==> src/rtl/uart_crc_pkg.sv <==
// Shared definitions for the UART transmit scheduler: state encoding,
// default CRC-8 parameters, busy-timeout default and the captured-frame
// payload.
package uart_crc_pkg;

  localparam int unsigned DATA_W  = 8;
  localparam int unsigned STATE_W = 3;

  // Default CRC-8 generator (implicit x^8) and per-frame seed
  localparam logic [DATA_W-1:0] CRC_POLY_DEFAULT = 8'h07;
  localparam logic [DATA_W-1:0] CRC_INIT_DEFAULT = 8'h00;

  // Default number of cycles to wait for the transmitter to report busy
  localparam int unsigned BUSY_TIMEOUT_DEFAULT = 16;

  typedef logic [STATE_W-1:0] state_t;

  localparam logic [STATE_W-1:0] ST_IDLE      = 3'd0;
  localparam logic [STATE_W-1:0] ST_CRC       = 3'd1;
  localparam logic [STATE_W-1:0] ST_START     = 3'd2;
  localparam logic [STATE_W-1:0] ST_WAIT_BUSY = 3'd3;
  localparam logic [STATE_W-1:0] ST_WAIT_DONE = 3'd4;

  // Byte owned by the current frame plus its bookkeeping
  typedef struct packed {
    logic [DATA_W-1:0] data;
    logic              id;
    logic              inject;
  } frame_t;

endpackage

==> src/rtl/crc8_serial.sv <==
// Bit-serial CRC-8 engine, MSB first, no reflection, no final XOR.
// Ports:
//   clk, reset_n : clock, asynchronous active-low reset (register -> 0)
//   load         : seed the register with INIT
//   step         : shift one message bit (din) into the register
//   din          : current message bit
//   crc_out      : CRC register contents
module crc8_serial
  import uart_crc_pkg::*;
#(
  parameter logic [DATA_W-1:0] POLY = CRC_POLY_DEFAULT,
  parameter logic [DATA_W-1:0] INIT = CRC_INIT_DEFAULT
) (
  input  logic              clk,
  input  logic              reset_n,
  input  logic              load,
  input  logic              step,
  input  logic              din,
  output logic [DATA_W-1:0] crc_out
);

  logic feedback;

  assign feedback = crc_out[DATA_W-1] ^ din;

  // Load has priority over step
  always_ff @(posedge clk or negedge reset_n) begin
    if (!reset_n) begin
      crc_out <= '0;
    end else if (load) begin
      crc_out <= INIT;
    end else if (step) begin
      crc_out <= {crc_out[DATA_W-2:0], 1'b0} ^ (feedback ? POLY : '0);
    end
  end

endmodule

==> src/rtl/uart_tx_scheduler.sv <==
// Two-requester round-robin scheduler feeding a UART transmitter. Each
// accepted byte gets a bit-serial CRC-8, a one-cycle tx_start, then the
// scheduler waits for the transmitter busy/idle handshake (with timeout).
// Optional build macro: UART_CRC_ERR_INJECT_EN adds crc_err_inject, which
// flips tx_crc bit 0 for the frame whose handshake sampled it high.
// Ports:
//   clk, reset_n          : clock, asynchronous active-low reset
//   crc_err_inject        : (macro only) corrupt CRC of the accepted frame
//   reqN_valid/data/ready : requester handshakes; ready is combinational
//   tx_data, tx_crc       : byte and its CRC, stable from START to IDLE
//   tx_start              : one-cycle transmit start pulse
//   tx_busy               : transmitter busy flag
//   sched_busy            : scheduler not idle
//   grant_id              : requester owning the current frame
//   timeout_err           : one-cycle pulse when tx_busy never arrived
module uart_tx_scheduler
  import uart_crc_pkg::*;
#(
  parameter logic [DATA_W-1:0] CRC_POLY     = CRC_POLY_DEFAULT,
  parameter logic [DATA_W-1:0] CRC_INIT     = CRC_INIT_DEFAULT,
  parameter int unsigned       BUSY_TIMEOUT = BUSY_TIMEOUT_DEFAULT
) (
  input  logic              clk,
  input  logic              reset_n,
`ifdef UART_CRC_ERR_INJECT_EN
  input  logic              crc_err_inject,
`endif
  input  logic              req0_valid,
  input  logic [DATA_W-1:0] req0_data,
  output logic              req0_ready,
  input  logic              req1_valid,
  input  logic [DATA_W-1:0] req1_data,
  output logic              req1_ready,
  output logic [DATA_W-1:0] tx_data,
  output logic [DATA_W-1:0] tx_crc,
  output logic              tx_start,
  input  logic              tx_busy,
  output logic              sched_busy,
  output logic              grant_id,
  output logic              timeout_err
);

  localparam int unsigned CNT_W = $clog2(BUSY_TIMEOUT + 1);
  localparam int unsigned BIT_W = 3;

  state_t           state, state_next;
  logic [CNT_W-1:0] to_cnt, to_cnt_next;
  logic [BIT_W-1:0] bit_idx, bit_idx_next;
  logic             last_grant, last_grant_next;
  frame_t           frame, frame_next;
  logic             tx_start_next, timeout_next, sched_busy_next;
  logic             win1, handshake, inj_sample;
  logic             crc_load, crc_step, crc_din;
  logic [DATA_W-1:0] crc_raw;

`ifdef UART_CRC_ERR_INJECT_EN
  assign inj_sample = crc_err_inject;
`else
  assign inj_sample = 1'b0;
`endif

  // Round robin: requester 1 wins alone, or on a tie when 0 was granted last
  assign win1       = req1_valid & (~req0_valid | ~last_grant);
  assign req0_ready = reset_n & (state == ST_IDLE) & req0_valid & ~win1;
  assign req1_ready = reset_n & (state == ST_IDLE) & win1;
  assign handshake  = req0_ready | req1_ready;

  // Message bits are fed MSB first
  assign crc_din = frame.data[BIT_W'(7) - bit_idx];

  crc8_serial #(
    .POLY (CRC_POLY),
    .INIT (CRC_INIT)
  ) u_crc (
    .clk     (clk),
    .reset_n (reset_n),
    .load    (crc_load),
    .step    (crc_step),
    .din     (crc_din),
    .crc_out (crc_raw)
  );

  assign tx_data  = frame.data;
  assign grant_id = frame.id;
  assign tx_crc   = crc_raw ^ {{(DATA_W-1){1'b0}}, frame.inject};

  // Next-state and next-output logic
  always_comb begin
    state_next      = state;
    to_cnt_next     = to_cnt;
    bit_idx_next    = bit_idx;
    last_grant_next = last_grant;
    frame_next      = frame;
    timeout_next    = 1'b0;
    crc_load        = 1'b0;
    crc_step        = 1'b0;

    case (state)
      ST_IDLE: begin
        if (handshake) begin
          frame_next.data   = win1 ? req1_data : req0_data;
          frame_next.id     = win1;
          frame_next.inject = inj_sample;
          crc_load          = 1'b1;
          bit_idx_next      = '0;
          state_next        = ST_CRC;
        end
      end
      ST_CRC: begin
        crc_step     = 1'b1;
        bit_idx_next = bit_idx + BIT_W'(1);
        if (bit_idx == BIT_W'(7)) begin
          state_next = ST_START;
        end
      end
      ST_START: begin
        to_cnt_next = '0;
        state_next  = ST_WAIT_BUSY;
      end
      ST_WAIT_BUSY: begin
        if (tx_busy) begin
          state_next = ST_WAIT_DONE;
        end else if (to_cnt == CNT_W'(BUSY_TIMEOUT - 1)) begin
          state_next      = ST_IDLE;
          timeout_next    = 1'b1;
          last_grant_next = frame.id;
        end else begin
          to_cnt_next = to_cnt + CNT_W'(1);
        end
      end
      ST_WAIT_DONE: begin
        if (!tx_busy) begin
          state_next      = ST_IDLE;
          last_grant_next = frame.id;
        end
      end
      default: state_next = ST_IDLE;
    endcase

    tx_start_next   = (state_next == ST_START);
    sched_busy_next = (state_next != ST_IDLE);
  end

  // State and registered outputs
  always_ff @(posedge clk or negedge reset_n) begin
    if (!reset_n) begin
      state       <= ST_IDLE;
      to_cnt      <= '0;
      bit_idx     <= '0;
      last_grant  <= 1'b1;
      frame       <= '0;
      tx_start    <= 1'b0;
      timeout_err <= 1'b0;
      sched_busy  <= 1'b0;
    end else begin
      state       <= state_next;
      to_cnt      <= to_cnt_next;
      bit_idx     <= bit_idx_next;
      last_grant  <= last_grant_next;
      frame       <= frame_next;
      tx_start    <= tx_start_next;
      timeout_err <= timeout_next;
      sched_busy  <= sched_busy_next;
    end
  end

endmodule

==> config.mk <==
export PLATFORM = sky130hd
export DESIGN_NAME = uart_tx_scheduler
export DESIGN_NICKNAME = d
export VERILOG_FILES = /design/src/rtl/uart_crc_pkg.sv /design/src/rtl/crc8_serial.sv /design/src/rtl/uart_tx_scheduler.sv
export SDC_FILE = /design/constraint.sdc
export NUM_CORES = 1
export LEC_CHECK = 0
export CORE_ASPECT_RATIO = 0.7
export CORE_MARGIN = 5
export CORE_UTILIZATION = 47
export CTS_CLUSTER_SIZE = 24
export DETAILED_ROUTE_END_ITERATION = 7
export GPL_TIMING_DRIVEN = 0
export PLACE_DENSITY = 0.78
export SLEW_MARGIN = 10
export SYNTH_ARGS = -nofsm -noshare
export SYNTH_HDL_FRONTEND = slang
export SYNTH_SLANG_ARGS = --single-unit
==> constraint.sdc <==
create_clock -name clk -period 2.4 [get_ports clk]
set_clock_uncertainty 0.15 [all_clocks]
set_input_delay 0.36 -clock clk [delete_from_list [all_inputs] [get_ports clk]]
set_output_delay 0.36 -clock clk [all_outputs]
set_load 0.02 [all_outputs]
==> impl.org, run 1 <==
** Clock tree
- After clock tree synthesis, the clock-pin slew on the worst setup and hold paths is around 60 ps.
- Maximum clock insertion buffer count :: 2
- TritonCTS clock tree :: done
- Worst skew pair latency :: 280 ps
- CTS Buf Count :: 5
- The tree is rooted in a sky130_fd_sc_hd__clkbuf_8.
- Number of sinks handled by clock tree synthesis :: 32
- Max H-tree Level :: 2

** Power and ir drop
- IR analysis of the VDD net gives a maximum drop of 0.000870 V.
- Summed over all cells, the static leakage comes to 0.953 nW.
- Part of the power in the clock network :: about 15%
- Net switching is 39.1% of the power.
- Part of the power in combinational logic :: just under 50%
- Reported net switching power :: ~1.1 mW
- Sequential cells account for 35.5% of the total power.
- Power density relative to cell area :: between 1000 and 1500 mW/mm^2
- Internal power component :: 1.64 mW

** Routing
- DRC violations left :: 0
- After detailed routing, the number of vias per cell comes to roughly 5.3.
- Number of nets still failing antenna checks after routing :: 0
- Routed wire length :: 3580 um
- Via total after detailed routing :: 1290
- Starting DRC count in detailed routing :: 113
- Routed len/inst :: 14.8 um
- The first detailed-routing pass ran for 4 iterations.

** Worst hold path
- In this run the most critical hold path is launched from to_cnt[4]$_DFFE_PN0P_.
- For hold timing, the worst endpoint is to_cnt[4]$_DFFE_PN0P_.
- Hold Path Stages :: 2
- In this run the worst hold path is classified as reg2reg.

** Place
- Port buffering added 42 buffers.
- Summed over all nets, the half-perimeter wirelength after detailed placement is 2680 um.
- The placed instances occupy a cell area of around 0.002 mm^2.
- The congestion estimate from routability-driven global placement came to 0.826.

** Worst setup path
- Endpoint of the worst-slack reg-to-reg timing path :: to_cnt[2]$_DFFE_PN0P_
- STA puts the critical path data required time at about 1900 ps.
- The slowest stage of the critical path belongs to the cell sky130_fd_sc_hd__dlygate4sd3_1.
- The worst setup path is launched from a primary input.
- Data arrives at the worst endpoint at 1810 ps.
- Worst R2R Setup Slack :: about 470 ps
- Type of destination of the critical path :: output port
- The cell family contributing the most delay on the critical path is buffers and inverters.
- The startpoint identified for the worst register-to-register timing path is to_cnt[0]$_DFFE_PN0P_.
- Category of the most critical setup path :: in2out
- Along the worst path, the maximum fanout reaches 3.
- Crit path launch :: reset_n
- The number of buffers and inverters on the critical path is 3.
- The signal on the critical path passes through dlygate4sd3_1 > buf_4 > nor4b_4 > and2_1 > clkdlybuf4s15_1.
- Largest incremental delay on the critical path :: 530 ps
- Cells on worst reg2reg path :: 8

** STA
- The number of hold violations in the final report is 0.
- After routing, the total negative slack on setup checks comes to 0 ps.
- Timing would allow up to 431 MHz.
- The worst pin sits at a relative slew slack of 60.4%.
- Transition time at the pin with the least slew margin :: 592 ps
- Post-layout minimum cycle time :: about 2300 ps
- Post-route fraction of the period consumed by the critical path :: a little under 100%
- Total of endpoints with negative setup slack in the final report :: 0
- The count of final max-slew check failures was 0.
- Setup repair after global routing left no endpoint under its margin.

** Synth
- Post-synthesis cell area :: 0.00157 mm^2
- Cell taking the most area after synthesis :: sky130_fd_sc_hd__dfrtp_1
- The synthesized design contains 32 register bits.
- In the synthesized netlist, the number of instances is 151.
- Part of the Yosys area used for sequential elements :: 51.0%
- Number of synthesis warnings :: 0
- Dominant cells by area after synthesis :: sky130_fd_sc_hd__dfrtp_1 (49%), sky130_fd_sc_hd__nand2_1 (5.7%), sky130_fd_sc_hd__mux2i_1 (5.1%)
- Netlist cell types :: 37
- Total nets after synthesis :: 176
- A synthesized cell averages 10.4 um^2.
- Of the post-synthesis cell area, the dominant cell type holds 49.4%.

** GRT
- Number of antenna violations at the first check in global routing :: 0
- Entering global routing, the biggest net connects 32 pins.
- Global-route congestion overflow total :: 0
- Global-route wire length before repair :: 6140 um
- Number of global-route vias before repair :: between 1000 and 1500
- For this run, the total global-route usage over all layers was measured as 17.3%.

** Finish
- In the final layout, flip-flops and latches occupy 802 um^2.
- Total area of multi-input combinational cells :: 723 um^2
- Measured on the finished design, the core utilization comes to 67.8%.
- Area delta synth->final :: 37.6%
- Leading cell types in the layout, fill and taps excluded :: sky130_fd_sc_hd__clkdlybuf4s50_1 (39), sky130_fd_sc_hd__dfrtp_1 (31), sky130_fd_sc_hd__nand2_1 (24)
- After routing the design area is 0.00216 mm^2.
- After filler insertion, the fill cell instance count of the layout stands at about 220.
- Total inserted antenna cells :: 0
- Final-stage net count :: 228
- Cells with a size suffix above 1 make up 11.3% of the layout.
- Leaving out fill and tap cells, the most frequent cell in the layout is sky130_fd_sc_hd__clkdlybuf4s50_1.

** Floorplan
- Std-Cell Core Area :: 0.00319 mm^2
- The die covers 0.00462 mm^2.
- Once the floorplan was initialized, standard cells occupied 49.3% of the core.
- IO Count :: 43
- From bottom edge to top edge, the die measures 58.4 um.
- Measured along the x axis, the die boundary spans 79.1 um.
- Std-Cell Rows :: 17

** Run status
- Result of the run :: finished, final reports clean

** Run
- Max-cap violations in this run came to 0.
per-layer routing:
layer  track usage, %  up-vias  part of all wire [%]
li1                 -      627                     -
met1             23.4      608                    45
met2             26.5       49                    47
met3             5.05        6                   7.0
met4             7.11        0                   1.3
met5                0        -                     0
state kept, by name (all words and copies together), names as in the netlist:
signal / count
u_crc.crc_out: 8
grant_id: 1
timeout_err: 1
last_grant: 1
tx_data: 8
bit_idx: 3
to_cnt: 5
tx_start: 1
state: 3
sched_busy: 1
stage by stage:
step | instances | total power [mW] | setup WS (ps) | hold slack (ps)
after CTS | 242 | 2.71 | 44.7 | 350
after detailed placement | 231 | 2.28 | -332 | 296
final | 242 | 2.69 | 81.1 | 344
after floorplan | 151 | 1.75 | 610 | -85.6
after global placement | 231 | 2.22 | -1280 | 319
after global routing | 242 | 2.89 | 23.6 | 379
worst max-delay path by stage:
stage	slack (ps)	end	depth (start not counted)
finish	80	req1_ready	5
detailed placement	-330	req0_ready	5
CTS	40	req0_ready	6
global placement	-1280	req0_ready	5
floorplan	610	to_cnt[3]$_DFFE_PN0P_	7
global route	20	req1_ready	5
tightest hold or removal path: cells and delay by family, from the launching register on:
family             cells  cell delay [ps]
and+or+nand+nor        1               50
DFF                    1              350
AOI/OAI and AO/OA      1               60
cell type report:
class	instances	area share [%]
well taps	38	2.20
inverters	4	0.694
flip-flops and latches	32	37.1
clock buffers	8	4.17
repair buffers	45	20.8
plain buffers	6	1.56
multi-input cells	109	33.4
synthesized netlist by cell type, drive strengths merged:
cell     n
dfrtp   31
nand2   24
o21ai   15
nor2    13
a21oi   11
mux2i    8
buf      5
ha       4
inv      4
and2     3
mux2     3
nand3b   3
nor3b    3
xnor2    3
mux4     2
nor3     2
xor2     2
a21boi   1
a21o     1
a31oi    1
and3     1
and3b    1
clkbuf   1
dfstp    1
nand2b   1
nand3    1
nor4b    1
o211ai   1
o21a     1
o31ai    1
or2      1
or3      1
cell families (layout without fill, tap and decap cells):
| logic type | count (synthesis) | in the layout | synth area share (%) |
|---|---|---|---|
| simple gates | 55 | 55 | 18.2 |
| compound gates | 32 | 32 | 11.1 |
| flops | 32 | 32 | 51.0 |
| mux | 13 | 13 | 10.8 |
| buf+inv | 10 | 63 | 2.95 |
| xor+xnor | 5 | 5 | 2.79 |
| fa+ha+maj | 4 | 4 | 3.18 |
repair_timing:
action / in CTS / in global routing
hold buffers: 2 / 0
gates resized for setup: 4 / 3
endpoints found under the hold margin: 31 / 0
setup endpoints to repair: 2 / 2
pin swaps: 1 / 0
buffers inserted: 1 / 0
power by group through the flow:
stage	clock [mW]	sequential, mW	combinational, mW
after floorplan	0	1.10	0.657
after global placement	0	0.949	1.27
after detailed placement	0	0.968	1.31
after CTS	0.424	0.958	1.33
after global routing	0.442	0.998	1.45
final	0.414	0.956	1.32
Note: power is estimated with default switching activity, not from simulation.
==> run 2: changes to the inputs <==
--- a/config.mk
+++ b/config.mk
@@ -5,6 +5,7 @@
 export SDC_FILE = /design/constraint.sdc
 export NUM_CORES = 1
 export LEC_CHECK = 0
+export ABC_CLOCK_PERIOD_IN_PS = 2290
 export CORE_ASPECT_RATIO = 0.7
 export CORE_MARGIN = 5
 export CORE_UTILIZATION = 47
@@ -12,6 +13,7 @@
 export DETAILED_ROUTE_END_ITERATION = 7
 export GPL_TIMING_DRIVEN = 0
 export PLACE_DENSITY = 0.78
+export SKIP_CTS_REPAIR_TIMING = 1
 export SLEW_MARGIN = 10
 export SYNTH_ARGS = -nofsm -noshare
 export SYNTH_HDL_FRONTEND = slang
==> constraint.sdc (replaced) <==
create_clock -name clk -period 2.29 [get_ports clk]
set_clock_uncertainty 0.15 [all_clocks]
set_input_delay 0.3435 -clock clk [delete_from_list [all_inputs] [get_ports clk]]
set_output_delay 0.3435 -clock clk [all_outputs]
set_load 0.02 [all_outputs]
==> run 2 against run 1 <==
Flip-flop and latch count is the same; critical endpoint is now req0_ready; power grew 4.7%; routed wire length did not move; cell count is the same; first-iteration DRC count rose by 12%; sequential power up 5%; register-to-register slack got worse by 130 ps; highest routed layer unchanged; non-clock buffer count unchanged; sequential share of layout area shrank 0.17 points.
==> impl.org, run 2 (same netlist as run 1, synthesis figures left out) <==
** Run status
- Result of the run :: finished, final reports clean (unchanged)

** Finish
- Sequential cell area :: 802 um^2 (unchanged)
- The non-filler instance count after layout is 242 (unchanged).
- The share of cells above drive strength 1 came to 10.8% (was 11.3%).
- The leading cell type in the layout, fill and taps excluded was sky130_fd_sc_hd__clkdlybuf4s50_1 (unchanged).
- The share of the core filled with cells was 68.1% (was 67.8%).
- Total area of multi-input combinational cells :: 723 um^2 (unchanged)
- Final-stage net count :: 228 (unchanged)
- The final antenna diode count is 0 (unchanged).
- Fill count :: 215 (was 217)
- The finished layout cell area came to 0.00217 mm^2 (was 0.00216 mm^2).
- Area delta synth->final :: 38.2% (was 37.6%)
- Leading cell types in the layout, fill and taps excluded: sky130_fd_sc_hd__clkdlybuf4s50_1 (39), sky130_fd_sc_hd__dfrtp_1 (31), sky130_fd_sc_hd__nand2_1 (24) (unchanged).

** Worst setup path
- Crit path launch :: state[2]$_DFF_PN0_ (was reset_n)
- Cell family contributing the most delay on the critical path :: simple AND/OR/NAND/NOR gates (was buffers and inverters)
- The capture point of the critical path is req0_ready (was req1_ready).
- The required time reported for the critical path endpoint came to 1800 ps (was 1890 ps).
- Largest incremental delay on the critical path :: 470 ps (was 530 ps)
- The depth of the worst register-to-register path is 8 (unchanged).
- Total number of cells along the worst setup path :: 4 (was 5)
- The buffering stage count on the worst path with inverters included was 1 (was 3).
- The data arrival time of the critical path is 1630 ps (was 1810 ps).
- Category of the most critical setup path :: reg2out (was in2out)
- Type of destination of the critical path :: output port (unchanged)
- Nature of the critical path startpoint :: flip-flop (was primary input)
- Sequence of cells on the critical path: nor4b_4 > nand2_1 > nor2_1 > dlymetal6s2s_1 (was dlygate4sd3_1 > buf_4 > nor4b_4 > and2_1 > clkdlybuf4s15_1).
- The worst-path maximum fanout is 7 (was 3).
- Critical R2R Launch :: to_cnt[0]$_DFFE_PN0P_ (unchanged)
- Worst R2R Setup Slack :: 340 ps (was 470 ps)
- Endpoint of the worst-slack reg-to-reg timing path :: to_cnt[2]$_DFFE_PN0P_ (unchanged)
- Slowest cell on crit path :: sky130_fd_sc_hd__dfrtp_1 (was sky130_fd_sc_hd__dlygate4sd3_1)

** STA
- The number of hold violations in the final report is 0 (unchanged).
- The count of final max-slew check failures came to 0 (unchanged).
- Post-layout minimum cycle time :: ~2100 ps
- After layout, the worst path uses 92.6% of the clock period.
- The setup total negative slack was 0 ps (unchanged).
- Unrepaired setup endpoints after global routing :: no (unchanged)
- Transition time at the pin with the least slew margin :: 599 ps (was 592 ps)
- The slack of the critical path is 170 ps (was 81.1 ps).
- The setup violation total in the final timing report came to 0 (unchanged).
- The hold slack was 345 ps (was 344 ps).
- Slew HR :: 59.9% (was 60.4%)
- Max Clk Rate :: roughly 470 MHz

** Clock tree
- The number of buffers added by the clock tree synthesis step came to 5 (unchanged).
- The clock edge transition at the registers on the reported setup and hold paths is 60 ps (about the same).
- Maximum clock insertion buffer count :: 2 (unchanged)
- The cell at the root of the clock tree was sky130_fd_sc_hd__clkbuf_8 (unchanged).
- Max H-tree Level :: 2 (unchanged)
- Number of sinks handled by clock tree synthesis :: 32 (unchanged)
- Worst skew pair latency :: 280 ps (about the same)
- The clock tree from TritonCTS is done (unchanged).

** GRT
- Total track usage :: 17.0% (was 17.3%)
- Global-route congestion overflow total :: 0 (unchanged)
- The number of antenna violations at the first check in global routing is 0 (unchanged).
- The global-route wire length before repair came to 6060 um (was 6140 um).
- The maximum number of pins on one net before global-route repair came to 34 (was 32).
- Number of global-route vias before repair :: 1331 (was 1347)

** Run
- The max-cap check violation count was 0 (unchanged).

** Place
- Final weighted congestion in routability-driven placement :: 0.826 (unchanged)
- The number of input and output port buffers inserted was 42 (unchanged).
- Estimated wirelength of the detail-placed design :: 2680 um (unchanged)
- The number of instances in the placed design came to 231 (unchanged).
- Area after detailed placement :: 0.00203 mm^2 (unchanged)
- Pre-CTS setup slack :: -409 ps (was -332 ps)

** Worst hold path
- Worst hold start :: to_cnt[4]$_DFFE_PN0P_ (unchanged)
- Path class of the lowest-slack min-delay path :: reg2reg (unchanged)

** Floorplan
- Initial Utilization :: 49.3% (unchanged)
- The core region area came to 0.00319 mm^2 (unchanged).
- Die height :: 58.4 um (unchanged)
- The total number of placement rows came to 17 (unchanged).
- The overall die width came to 79.1 um (unchanged).
- Die area :: 0.00462 mm^2 (unchanged)
- The count of boundary I/O pins came to 43 (unchanged).

** Power and ir drop
- IR Drop Worst-Case VDD :: 0.000913 V (was 0.000870 V)
- Post-route total power :: 2.82 mW (was 2.69 mW)
- Leakage dissipation :: 0.986 nW (was 0.953 nW)
- The total power per unit cell area is 1300 mW/mm^2 (was 1250 mW/mm^2).

** Routing
- Via total after detailed routing :: 1289 (was 1290)
- The ratio of routed vias to standard cells was 5.33 (about the same).
- The remaining number of nets flagged by the antenna check after routing is 0 (unchanged).
- DRC violations left :: 0 (unchanged)
- The final wirelength came to 3580 um (unchanged).
- Detailed-routing iteration count for the pre-antenna-repair pass :: 4 (unchanged)
- Routed len/inst :: 14.8 um (unchanged)
- Starting DRC count in detailed routing :: 127 (was 113)
[run 2: cell count changes in the layout (fill, tap and decap cells not counted)]
cell                              previous run  this run
sky130_fd_sc_hd__clkdlybuf4s15_1             1         0
sky130_fd_sc_hd__clkbuf_2                    1         0
sky130_fd_sc_hd__dlymetal6s2s_1              0         2
[run 2: routing by layer]
metal	share of wire [%]	global-route usage, %	vias up	routed length (um)
li1	-	-	628	-
met1	44	22.4	604	1570
met2	47	26.3	49	1670
met3	7.5	5.50	8	268
met4	1.7	6.86	0	61
met5	0	0	-	0
[run 2: where the power goes]
part           internal [mW]  switching (mW)  leakage, nW  total (mW)
logic                  0.680           0.704        0.547        1.38
registers              0.795           0.207        0.394        1.00
clock network          0.245           0.189       0.0455       0.434
[run 2: worst reg2reg max path, stage by stage (launching register included)]
cell and delay [ps]:
sky130_fd_sc_hd__dfrtp_1 390, sky130_fd_sc_hd__ha_1 240, sky130_fd_sc_hd__and3_1 190, sky130_fd_sc_hd__ha_1 210, sky130_fd_sc_hd__inv_1 90, sky130_fd_sc_hd__a31oi_1 90
sky130_fd_sc_hd__buf_2 180, sky130_fd_sc_hd__o21ai_0 180, sky130_fd_sc_hd__o21ai_0 100
[run 2: area by class of cell]
type | instances | area share (%)
flip-flops and latches | 32 | 36.9
multi-input cells | 109 | 33.3
repair buffers | 45 | 21.2
clock buffers | 8 | 4.15
well taps | 38 | 2.19
plain buffers | 6 | 1.56
inverters | 4 | 0.691
[run 2: how the worst min path moves through the flow]
stage	end	slack, ps	cells past startpoint
2_1_floorplan	bit_idx[0]$_DFFE_PN0P_	-100	0
3_3_place_gp	to_cnt[4]$_DFFE_PN0P_	320	2
3_5_place_dp	grant_id$_DFFE_PN0P_	280	1
4_1_cts	tx_data[4]$_DFFE_PN0P_	-20	1
5_1_grt	to_cnt[4]$_DFFE_PN0P_	380	2
6_report	to_cnt[4]$_DFFE_PN0P_	350	2
==> run 3: changes to the inputs <==
--- a/config.mk
+++ b/config.mk
@@ -5,7 +5,7 @@
 export SDC_FILE = /design/constraint.sdc
 export NUM_CORES = 1
 export LEC_CHECK = 0
-export ABC_CLOCK_PERIOD_IN_PS = 2290
+export ABC_CLOCK_PERIOD_IN_PS = 2400
 export CORE_ASPECT_RATIO = 0.7
 export CORE_MARGIN = 5
 export CORE_UTILIZATION = 47
==> constraint.sdc (replaced) <==
create_clock -name clk -period 2.4 [get_ports clk]
set_clock_uncertainty 0.15 [all_clocks]
set_input_delay 0.36 -clock clk [delete_from_list [all_inputs] [get_ports clk]]
set_output_delay 0.36 -clock clk [all_outputs]
set_load 0.02 [all_outputs]
==> run 3 against run 2 <==
The run now ends with setup timing left; sequential share of layout area up 0.17 points; critical endpoint unchanged; non-clock buffer count down 1; first-iteration DRC count up 35%; worst hold slack about the same; register-to-register slack better by 130 ps; global-route usage unchanged; count of clock-buffer cells in the layout unchanged; largest power group unchanged; cell count down 0.41%.
==> impl.org, run 3 (same netlist as run 1, synthesis figures left out) <==
** STA
- Timing would allow up to 396 MHz.
- The actual slew at the worst max-slew pin came to 569 ps (was 599 ps).
- The relative max-transition margin is 61.9% (was 59.9%).
- Sum of negative setup slack :: -127 ps (was 0 ps)
- Post-layout minimum cycle time :: about 2500 ps
- Count of endpoints failing hold in the final timing report :: 0 (unchanged)
- The hold slack was 345 ps (about the same).
- Post-route fraction of the period consumed by the critical path :: 105%
- The count of final max-slew check failures came to 0 (unchanged).
- Post-route worst setup slack :: -127 ps (was 170 ps)
- The setup violation total in the final timing report was 1 (was 0).
- Unrepaired setup endpoints after global routing :: yes (was no)

** Routing
- Met3 Wirelength :: 247 um (was 268 um)
- Routed wire length :: 3580 um (about the same)
- The wire length per cell is 14.9 um (was 14.8 um).
- Via total after detailed routing :: 1295 (was 1289)
- The highest metal layer used by the detailed router is met4 (unchanged).
- Post-detailed-route via-to-cell ratio :: 5.37 (was 5.33)
- The met1 routed wirelength after detailed routing is 1600 um (was 1570 um).
- The number of iterations in the first detailed-routing pass was 4 (unchanged).
- Routed length on met2 :: 1670 um (about the same)
- DRC violations left :: 0 (unchanged)
- The DRC marker count from the first detailed-route iteration came to 171 (was 127).
- The remaining number of nets flagged by the antenna check after routing came to 0 (unchanged).

** Floorplan
- The total number of placement rows is 17 (unchanged).
- Initial Utilization :: 49.3% (unchanged)
- Std-Cell Core Area :: 0.00319 mm^2 (unchanged)
- Die area :: 0.00462 mm^2 (unchanged)
- Die W :: 79.1 um (unchanged)
- IO Count :: 43 (unchanged)
- The overall die height is 58.4 um (unchanged).

** Worst setup path
- Nature of the critical path startpoint :: flip-flop (unchanged)
- Largest driver fanout on the critical path :: 7 (unchanged)
- Sequence of cells on the critical path: nor4b_4 > nand2_1 > nor2_1 > clkdlybuf4s50_1 (was nor4b_4 > nand2_1 > nor2_1 > dlymetal6s2s_1).
- Required arrival time at the worst endpoint :: 1890 ps (was 1800 ps)
- The stage delay of the slowest cell on the critical path was 620 ps (was 470 ps).
- The master of the slowest instance on the critical path is sky130_fd_sc_hd__clkdlybuf4s50_1 (was sky130_fd_sc_hd__dfrtp_1).
- The classification of the worst setup path is reg2out (unchanged).
- Arr. time, crit path :: 2020 ps (was 1630 ps)
- Type of destination of the critical path :: output port (unchanged)

** Place
- Estimated wirelength of the detail-placed design :: 2680 um (unchanged)
- The global placement routability congestion is 0.826 (unchanged).
- The number of input and output port buffers inserted came to 42 (unchanged).

** GRT
- The via count of the first global-routing pass was 1331 (unchanged).
- The number of antenna violations at the first check in global routing is 0 (unchanged).
- The combined global-route utilization of all metal layers is 17.0% (unchanged).
- Maximum number of pins on one net before global-route repair :: 34 (unchanged)
- Global-route wire length before repair :: 6060 um (unchanged)
- Global-route congestion overflow total :: 0 (unchanged)

** Worst hold path
- The worst min-delay path class is reg2reg (unchanged).

** Power and ir drop
- The share of power burned in combinational logic came to 49.0% (was 49.1%).
- The leakage power total was 0.963 nW (was 0.986 nW).
- Internal power component :: 1.64 mW (was 1.72 mW)
- The largest voltage drop on the vdd net came to 0.000872 V (was 0.000913 V).
- Power density relative to cell area :: 1240 mW/mm^2 (was 1300 mW/mm^2)
- The part of the total power dissipated in the clock network came to 15.4% (about the same).
- Share of total power in sequential cells :: 35.6% (was 35.5%)
- The switching portion of total power came to 39.1% (was 39.0%).
- The switching power total is 1.05 mW (was 1.10 mW).

** Finish
- Most common cell after layout, fill and taps aside :: sky130_fd_sc_hd__clkdlybuf4s50_1 (unchanged)
- The share of cells above drive strength 1 was 10.3% (was 10.8%).
- The total number of nets in the final design was 227 (was 228).
- Leading cell types in the layout, fill and taps excluded: sky130_fd_sc_hd__clkdlybuf4s50_1 (40), sky130_fd_sc_hd__dfrtp_1 (31), sky130_fd_sc_hd__nand2_1 (24) (was sky130_fd_sc_hd__clkdlybuf4s50_1 (39), sky130_fd_sc_hd__dfrtp_1 (31), sky130_fd_sc_hd__nand2_1 (24)).
- Total inserted antenna cells :: 0 (unchanged)
- The synthesis-to-layout area growth was 37.6% (was 38.2%).

** Clock tree
- The clock edge transition at the registers on the reported setup and hold paths was 60 ps (about the same).
- The clock tree buffer depth came to 2 (unchanged).
- CTS Root Cell :: sky130_fd_sc_hd__clkbuf_8 (unchanged)
- The worst-skew pair later-pin latency came to 280 ps (about the same).
- The number of H-tree levels was 2 (unchanged).
- Number of sinks handled by clock tree synthesis :: 32 (unchanged)
- CTS Buf Count :: 5 (unchanged)
- TritonCTS clock tree :: done (unchanged)

** Run status
- Violations in the final reports :: setup timing
- Result of the run :: finished with violations (was finished, final reports clean)

** Run
- Reported max-cap violation count :: 0 (unchanged)
==> run 3: changes by cell type in the layout (fill, tap and decap cells not counted) <==
| cell | change |
|---|---|
| sky130_fd_sc_hd__dlymetal6s2s_1 | -1 |
| sky130_fd_sc_hd__clkdlybuf4s50_1 | +1 |
| sky130_fd_sc_hd__buf_4 | -1 |
==> run 3: power by group through the flow <==
stage / registers (mW) / clock network, mW / logic, mW
after floorplan: 1.10 / 0 / 0.657
after global placement: 0.949 / 0 / 1.27
after detailed placement: 0.968 / 0 / 1.31
after CTS: 0.958 / 0.424 / 1.32
after global routing: 0.999 / 0.442 / 1.45
final: 0.958 / 0.415 / 1.32
==> run 3: stage by stage <==
stage               area [um^2]  power, mW  cells  util [%]  worst slack, ps
finish                     2160       2.69    241      67.8             -127
global route               2160       2.89    241      67.8             -230
CTS                        2120       2.70    239      66.6             -355
detailed placement         2030       2.28    231      63.8             -332
global placement           2040       2.22    231      63.9            -1280
floorplan                  1570       1.75    151         -              610
==> run 3: layout make-up <==
class	count	area [um^2]
Buffer	6	33.8
Clock buffer	8	90.1
Fill cell	216	1030
Inverter	4	15.0
Multi-Input combinational cell	109	723
Sequential cell	32	802
Tap cell	38	47.5
Timing Repair Buffer	44	450
==> run 3: worst paths after layout <==
check | from | end | slack [ps] | cells after the start
min in group asynchronous | reset_n | last_grant$_DFFE_PN1P_ | 510 | 2
hold / removal | to_cnt[4]$_DFFE_PN0P_ | to_cnt[4]$_DFFE_PN0P_ | 340 | 2
max in group asynchronous | reset_n | to_cnt[3]$_DFFE_PN0P_ | 1410 | 3
setup / recovery | state[0]$_DFF_PN0_ | req0_ready | -130 | 4
setup reg to reg | to_cnt[0]$_DFFE_PN0P_ | to_cnt[2]$_DFFE_PN0P_ | 470 | 8
hold reg to reg | to_cnt[4]$_DFFE_PN0P_ | to_cnt[4]$_DFFE_PN0P_ | 340 | 2
==> run 3: critical path: cells and delay by family, from the launching register on <==
family        cells  cell delay, ps
buf+inv           1             620
simple gates      3             650
flops             1             470
==> run 3: layer usage <==
layer	vias to the layer above	GRT usage, %
li1	628	-
met1	605	22.4
met2	53	26.3
met3	9	5.50
met4	0	6.86
met5	-	0
